<file path="src/rtl/serial_adder_pkg.sv">
// serial_adder_pkg: shared FSM state encoding and default operand width
package serial_adder_pkg;
   localparam int DEFAULT_WIDTH = 8;
   typedef enum logic [1:0] {IDLE, SHIFT, DONE} state_t;
endpackage

</file>
<file path="src/rtl/serial_adder_ctrl_fa_decoder.sv">
// fa_decoder: full-adder cell built from a 3-to-8 decoder and two OR gates
module fa_decoder (
   input  logic x,
   input  logic y,
   input  logic z,
   output logic S,
   output logic C
);
   logic [7:0] d;
   assign d = 8'd1 << {x, y, z};
   assign S = d[1] | d[2] | d[4] | d[7];
   assign C = d[3] | d[5] | d[6] | d[7];
endmodule

</file>
<file path="src/rtl/serial_adder_ctrl.sv">
// serial_adder_ctrl: bit-serial adder, one bit per cycle, LSB first
// SERIAL_ADDER_SUB_EN adds a sub input that turns the operation into a-b
module serial_adder_ctrl
   import serial_adder_pkg::*;
#(
   parameter int WIDTH = DEFAULT_WIDTH
) (
   input  logic             clk,
   input  logic             rst,
   input  logic             start,
`ifdef SERIAL_ADDER_SUB_EN
   input  logic             sub,
`endif
   input  logic [WIDTH-1:0] a,
   input  logic [WIDTH-1:0] b,
   input  logic             cin,
   output logic             busy,
   output logic             done,
   output logic [WIDTH-1:0] sum,
   output logic             cout
);
   localparam int CW = $clog2(WIDTH) + 1;
   state_t state, nxt;
   logic [WIDTH-1:0] a_sr, b_sr;
   logic [CW-1:0] cnt;
   logic carry, s_bit, c_bit, last, sub_en;
`ifdef SERIAL_ADDER_SUB_EN
   assign sub_en = sub;
`else
   assign sub_en = 1'b0;
`endif
   assign last = cnt == CW'(WIDTH - 1);
   assign busy = state == SHIFT;
   assign done = state == DONE;
   fa_decoder u_fa (
      .x (a_sr[0]),
      .y (b_sr[0]),
      .z (carry),
      .S (s_bit),
      .C (c_bit)
   );
   always_comb
      nxt = state == IDLE  ? (start ? SHIFT : IDLE) :
            state == SHIFT ? (last ? DONE : SHIFT) : IDLE;
   always_ff @(posedge clk)
      state <= rst ? IDLE : nxt;
   // two's-complement subtract: invert b and inject a carry of one
   always_ff @(posedge clk) begin
      if (rst) begin
         a_sr  <= '0;
         b_sr  <= '0;
         carry <= 1'b0;
         cnt   <= '0;
         sum   <= '0;
         cout  <= 1'b0;
      end else if (state == IDLE && start) begin
         a_sr  <= a;
         b_sr  <= b ^ {WIDTH{sub_en}};
         carry <= cin | sub_en;
         cnt   <= '0;
      end else if (state == SHIFT) begin
         a_sr  <= a_sr >> 1;
         b_sr  <= b_sr >> 1;
         sum   <= {s_bit, sum[WIDTH-1:1]};
         carry <= c_bit;
         cnt   <= cnt + 1'b1;
         if (last) cout <= c_bit;
      end
   end
endmodule

</file>
<file path="config.mk">
export PLATFORM = sky130hd
export DESIGN_NAME = serial_adder_ctrl
export DESIGN_NICKNAME = d
export VERILOG_FILES = /design/src/rtl/serial_adder_pkg.sv /design/src/rtl/serial_adder_ctrl_fa_decoder.sv /design/src/rtl/serial_adder_ctrl.sv
export SDC_FILE = /design/constraint.sdc
export NUM_CORES = 1
export LEC_CHECK = 0
export ABC_AREA = 1
export BUFFER_PORTS_ARGS = -buffer_cell sky130_fd_sc_hd__clkbuf_2
export CAP_MARGIN = 25
export CORE_ASPECT_RATIO = 1.1
export CORE_MARGIN = 4
export CORE_UTILIZATION = 48
export CTS_CLUSTER_SIZE = 8
export DETAILED_ROUTE_END_ITERATION = 8
export PLACE_DENSITY = 0.74
export SLEW_MARGIN = 0
export SYNTH_ARGS = -nofsm -noshare
export SYNTH_HDL_FRONTEND = slang
export SYNTH_HIERARCHICAL = 1
export SYNTH_SLANG_ARGS = --single-unit
export TNS_END_PERCENT = 5
</file>
<file path="constraint.sdc">
create_clock -name clk -period 1.1 [get_ports clk]
set_input_delay 0.11 -clock clk [delete_from_list [all_inputs] [get_ports clk]]
set_output_delay 0.11 -clock clk [all_outputs]
set_load 0.02 [all_outputs]
</file>
==> impl_metrics.py, run 1 <==
metrics = {
    "run_status": {
        "outcome": "finished with violations",
        "violations": "setup timing",
    },
    "clock_network": {
        "clkSlewWorstSetupHoldPaths_ns": 0.09,
        "cts_buffers": 5,
        "cts_tree": "built",
        "cts_root_buf": "clkbuf_4",
        "clockBufferDepth": 2,
        "clock-sinks": 32,
        "h-tree-depth": 2,
        "clock_latency_ns": 0.33,
    },
    "critical_path": {
        "critPathSlowestCell": "dfxtp_4",
        "cp.arrival_ns": 1.13,
        "reg2reg_depth": 8,
        "cp-startpoint": "state[0]",
        "r2r_start": "state[0]",
        "worst-path-max-fanout": 4,
        "cp_num_cells": 4,
        "cpMostUsedCell": "buf_6",
        "crit_buf_inv": 3,
        "cp_slowest_stage_delay_ns": 0.37,
        "crit_family": "flip-flops",
        "crit_path_end_kind": "primary output",
        "start_kind": "register",
        "crit_chain": "buf_6, buf_6, nor2_4, buf_8",
        "worstSetupPathType": "register to primary output",
        "worstPathRequired_ns": 0.99,
    },
    "cells_and_area": {
        "diodes": 0,
        "final_common_cell": "nand2_1",
        "final_layout_size_suffix_gt1_share_pct": 30.0,
        "fin_nets": 294,
        "layout_common_cells": "nand2_1, nand3_1, clkbuf_2, nor2_1, dfxtp_1",
        "area_delta_synth_final_pct": 31.4,
        "fin_util_pct": 65.4,
    },
    "sta": {
        "setup_viol_count_final": 19,
        "finClkSkew_ns": 0.00834,
        "worst_slew_pin_slew_ns": 0.277,
        "rsz0062_at_grt": "yes",
        "max_slew_margin_pct": 81.5,
        "maxSlewViolCount": 0,
        "period_minus_slack_ns": 1.24,
        "layout_setup_ws_ns": -0.136,
        "hold_viol_final": 0,
        "fin_crit_sh_pct": 112,
        "hold_slack_ns": 0.122,
        "max_freq_mhz": 809,
    },
    "drt": {
        "first_pass_iters": 5,
        "wl_per_cell_um": 10.6,
        "drt_iter0_markers": 66,
        "wl_um": 3240,
        "ant_nets": 0,
        "drc": 0,
        "vias": 1472,
        "vias_per_cell": 4.79,
    },
    "floorplanning": {
        "die_y_um": 66.7,
        "placementRows": 21,
        "io_pins": 31,
        "dieArea_mm2": 0.00409,
        "initial_core_util_pct": 49.8,
        "die_width_um": 61.4,
        "core_mm2": 0.00302,
    },
    "synthesis": {
        "netlist_instances": 218,
        "ys.flop_type": "dfxtp_1",
        "synth_nets": 240,
        "synth-edff-count": 0,
        "async_flop_share_pct": 0,
        "synthTopCellsByArea": "dfxtp_1, nand2_1, nand3_1",
        "yosys.area.top_type_share_pct": 42.6,
        "synth_cell_types": 21,
        "netlist_area_mm2": 0.00150,
        "synth_area_per_cell_um2": 6.90,
        "yosysSeqAreaShare_pct": 42.6,
        "ys_ff_latch": 32,
        "synth_warnings": 6,
        "synth_top_area_cell": "dfxtp_1",
    },
    "hold_path": {
        "hold-path-cell-count": 5,
        "min-delay-start": "a[1]",
        "hp-class": "primary input to register",
    },
    "power": {
        "comb_power_share_pct": 20.9,
        "p_leak_nw": 0.997,
        "internal-power_mw": 1.78,
        "pwr-share-clk_pct": 27.5,
        "power_switching_uw": 712,
        "peakVddDrop_v": 0.000883,
        "p_sw_share_pct": 28.6,
        "p_per_area_mw_per_mm2": 1260,
        "seqPwrFrac_pct": 51.6,
    },
    "grt": {
        "antenna_found_initial": 0,
        "grt_pass1_wl_um": 5640,
        "globalRouteTotalUtil_pct": 18.4,
        "grt_max_degree": 20,
        "first_global_vias": 1346,
        "grt_overflow": 0,
    },
    "placement": {
        "gp_congestion": 0.765,
        "dp_hpwl_um": 2260,
        "dpl_worst_slack_ns": -0.0634,
        "port_buffers": 30,
    },
    "run": {
        "drv_cap": 0,
    },
}
[path summary, 6_finish.rpt]
kind	to	slack [ns]
worst max-delay path	done	-0.14
worst min-delay path	a_sr[1]	0.12
worst max register to register	a_sr[0]	-0.10
worst min register to register	a_sr[7]	0.47
[stage by stage]
step	power (mW)	cell area, um2	setup TNS, ns	cells
finish	2.49	1980	-1.25	307
floorplan	1.62	1500	0	218
detailed placement	1.78	1780	-0.888	291
global placement	1.77	1780	-0.263	291
global route	2.66	1980	-2.94	307
CTS	2.52	1960	-1.18	307
[synth_stat cells (2+ instances only)]
cell     count
a21oi_1     17
buf_1        2
buf_2        5
buf_4        3
buf_6        2
dfxtp_1     32
inv_1       19
inv_2        2
nand2_1     59
nand2_2      2
nand3_1     29
nor2_1      29
o21ai_0      4
o21ai_1      5
xor2_1       2
[area by class of cell]
type	instances	area (um2)
clock buffers	6	51.3
clock inverters	2	10.0
well taps	34	42.5
multi-input cells	153	732
repair buffers	59	408
fillers	275	1040
flip-flops and latches	32	652
inverters	21	81.3
[per-layer routing]
layer,vias up,part of all wire (%),GRT usage [%],wire length (um)
li1,792,-,-,-
met1,639,45,21.2,1460
met2,38,48,31.2,1560
met3,3,6.4,6.40,206
met4,0,0.65,5.84,21
met5,-,0,0,0
[flip-flops by register name, indices dropped and copies added (netlist names)]
signal  cells
a_sr        8
b_sr        8
sum         8
carry       1
cnt         4
state       2
cout        1
[worst min-delay path, delay by kind of cell]
family	cells	cell delay, ns
AO/OA/AOI/OAI	1	0.05
buffers and inverters	2	0.12
AND/OR/NAND/NOR	2	0.12
[power by group through the flow]
stage,clock network (mW),logic (mW),registers [mW]
after floorplan,0,0.283,1.33
after global placement,0,0.455,1.31
after detailed placement,0,0.463,1.31
after CTS,0.726,0.515,1.28
after global routing,0.781,0.580,1.30
final,0.684,0.519,1.28
[logic make-up (layout without fill, tap and decap cells)]
| kind of cell | after synthesis | count (layout) | share of synthesized area, % |
|---|---|---|---|
| AO/OA/AOI/OAI | 27 | 27 | 9.73 |
| XOR/XNOR | 2 | 2 | 1.16 |
| adder cells (fa/ha/maj) | 2 | 2 | 2.16 |
| buffers and inverters | 33 | 88 | 10.4 |
| flip-flops | 32 | 32 | 42.6 |
| AND/OR/NAND/NOR | 122 | 122 | 33.9 |
[timing repair]
action                                  4_1_cts  5_1_grt
hold buffers                                  2        0
pin swaps                                    11        0
resized for setup                            19        8
endpoints found under the setup margin       24       28
setup buffers                                 6        0
hold endpoints to repair                      2        0
(Power assumes the default switching activity.)
==> run 2: changes to the inputs <==
Settings changed: HOLD_SLACK_MARGIN from default to 0.08, PLACE_DENSITY 0.74 to default, PLACE_DENSITY_LB_ADDON from default to 0.15, TNS_END_PERCENT 5 to 30.
==> impl_metrics.py, run 2 (synthesis gave the netlist of run 1 again) <==
metrics = {
    "placement": {
        "place_inst": 284,
        "gp_congestion": 0.757,
        "dp_hpwl_um": 2250,
        "port_buffers": 30,
    },
    "cells_and_area": {
        "top_regs": "a_sr: 8 flops, b_sr: 8 flops, sum: 8 flops",
        "fin_nets": 285,
        "layout_common_cells": "nand2_1, nand3_1, dfxtp_1, nor2_1, clkbuf_2",
        "final_layout_size_suffix_gt1_share_pct": 26.9,
        "area_delta_synth_final_pct": 29.0,
        "final_common_cell": "nand2_1",
        "regArea_um2": 649,
        "diodes": 0,
        "fill_cells": 297,
        "multiInputGateArea_um2": 748,
        "stdcell_count": 298,
    },
    "sta": {
        "setup_tns_ns": -1.14,
        "max_freq_mhz": 836,
        "fin_crit_sh_pct": 109,
        "hold_viol_final": 0,
        "layout_setup_ws_ns": -0.0966,
        "worst_slew_pin_slew_ns": 0.290,
        "max_slew_margin_pct": 80.6,
        "finClkSkew_ns": 0.0111,
        "maxSlewViolCount": 0,
        "rsz0062_at_grt": "yes",
        "period_minus_slack_ns": 1.20,
        "setup_viol_count_final": 24,
    },
    "floorplanning": {
        "io_pins": 31,
        "placementRows": 21,
        "core_mm2": 0.00302,
        "initial_core_util_pct": 49.8,
        "die_y_um": 66.7,
        "die_width_um": 61.4,
        "dieArea_mm2": 0.00409,
    },
    "clock_network": {
        "clock-sinks": 32,
        "clock_latency_ns": 0.33,
        "clockBufferDepth": 2,
        "cts_buffers": 5,
        "cts_root_buf": "clkbuf_4",
        "clkSlewWorstSetupHoldPaths_ns": 0.11,
        "h-tree-depth": 2,
        "cts_tree": "built",
    },
    "grt": {
        "grt_pass1_wl_um": 5680,
        "globalRouteTotalUtil_pct": 18.5,
        "grt_max_degree": 20,
        "antenna_found_initial": 0,
        "grt_overflow": 0,
        "first_global_vias": 1319,
    },
    "drt": {
        "ant_nets": 0,
        "wl_per_cell_um": 11.2,
        "vias_per_cell": 4.93,
        "drc": 0,
        "vias": 1468,
        "drt_iter0_markers": 112,
        "first_pass_iters": 4,
        "wl_um": 3340,
    },
    "hold_path": {
        "hp-class": "primary input to register",
    },
    "power": {
        "p_per_area_mw_per_mm2": 1280,
        "p_leak_nw": 0.965,
        "peakVddDrop_v": 0.000944,
        "p_total_mw": 2.48,
    },
    "critical_path": {
        "crit_chain": "buf_6, nor2_4, buf_8",
        "crit_path_end_kind": "primary output",
        "cp_slowest_stage_delay_ns": 0.38,
        "critPathSlowestCell": "dfxtp_4",
        "worstSetupPathType": "register to primary output",
        "start_kind": "register",
        "worstPathRequired_ns": 0.99,
        "worst-path-max-fanout": 3,
        "cp.arrival_ns": 1.09,
    },
    "run_status": {
        "outcome": "finished with violations",
        "violations": "setup timing",
    },
    "run": {
        "drv_cap": 0,
    },
}
run 2: layout make-up:
cell class	count	share of cell area (%)
Inverter	21	4.19
Multi-Input combinational cell	153	38.6
Tap cell	34	2.19
Clock inverter	2	0.516
Timing Repair Buffer	50	18.4
Sequential cell	32	33.5
Clock buffer	6	2.65
run 2: where the power goes:
group          switching, mW  internal [mW]  total, mW
registers             0.0493           1.24       1.29
clock network          0.400          0.304      0.704
logic                  0.281          0.208      0.490
run 2: what timing repair did:
action	CTS	global route
hold endpoints to repair	2	0
hold buffers	2	0
setup endpoints to repair	24	33
setup buffers	5	0
pin swaps	3	3
gates cloned	0	0
resized for setup	17	12
run 2: worst paths after layout:
| path | start | endpoint | slack (ns) | cells past startpoint |
|---|---|---|---|---|
| max reg2reg | state[1] | a_sr[2] | -0.07 | 6 |
| min | b[3] | b_sr[3] | 0.11 | 5 |
| max | state[1] | busy | -0.1 | 3 |
| min reg2reg | b_sr[1] | b_sr[1] | 0.47 | 2 |
run 2: worst max-delay path, delay by kind of cell (launching register included):
kind	cells	cell delay, ns
buffers and inverters	2	0.23
DFF	1	0.38
and+or+nand+nor	1	0.14
run 2: layer usage:
metal,vias up,global-route usage (%),routed length [um]
li1,773,-,-
met1,657,22.2,1500
met2,34,31.6,1620
met3,4,5.23,185
met4,0,4.77,35
met5,-,0,0
run 2: metrics by stage:
| stage | setup WS (ns) | area (um2) | util [%] | hold WS (ns) |
|---|---|---|---|---|
| after global placement | -0.0414 | 1750 | 57.9 | 0.341 |
| after detailed placement | -0.0783 | 1750 | 57.9 | 0.351 |
| after global routing | -0.153 | 1940 | 64.2 | 0.120 |
| after floorplan | 0.00502 | 1500 | - | 0.253 |
| final | -0.0966 | 1940 | 64.2 | 0.108 |
| after CTS | -0.164 | 1920 | 63.6 | 0.0885 |
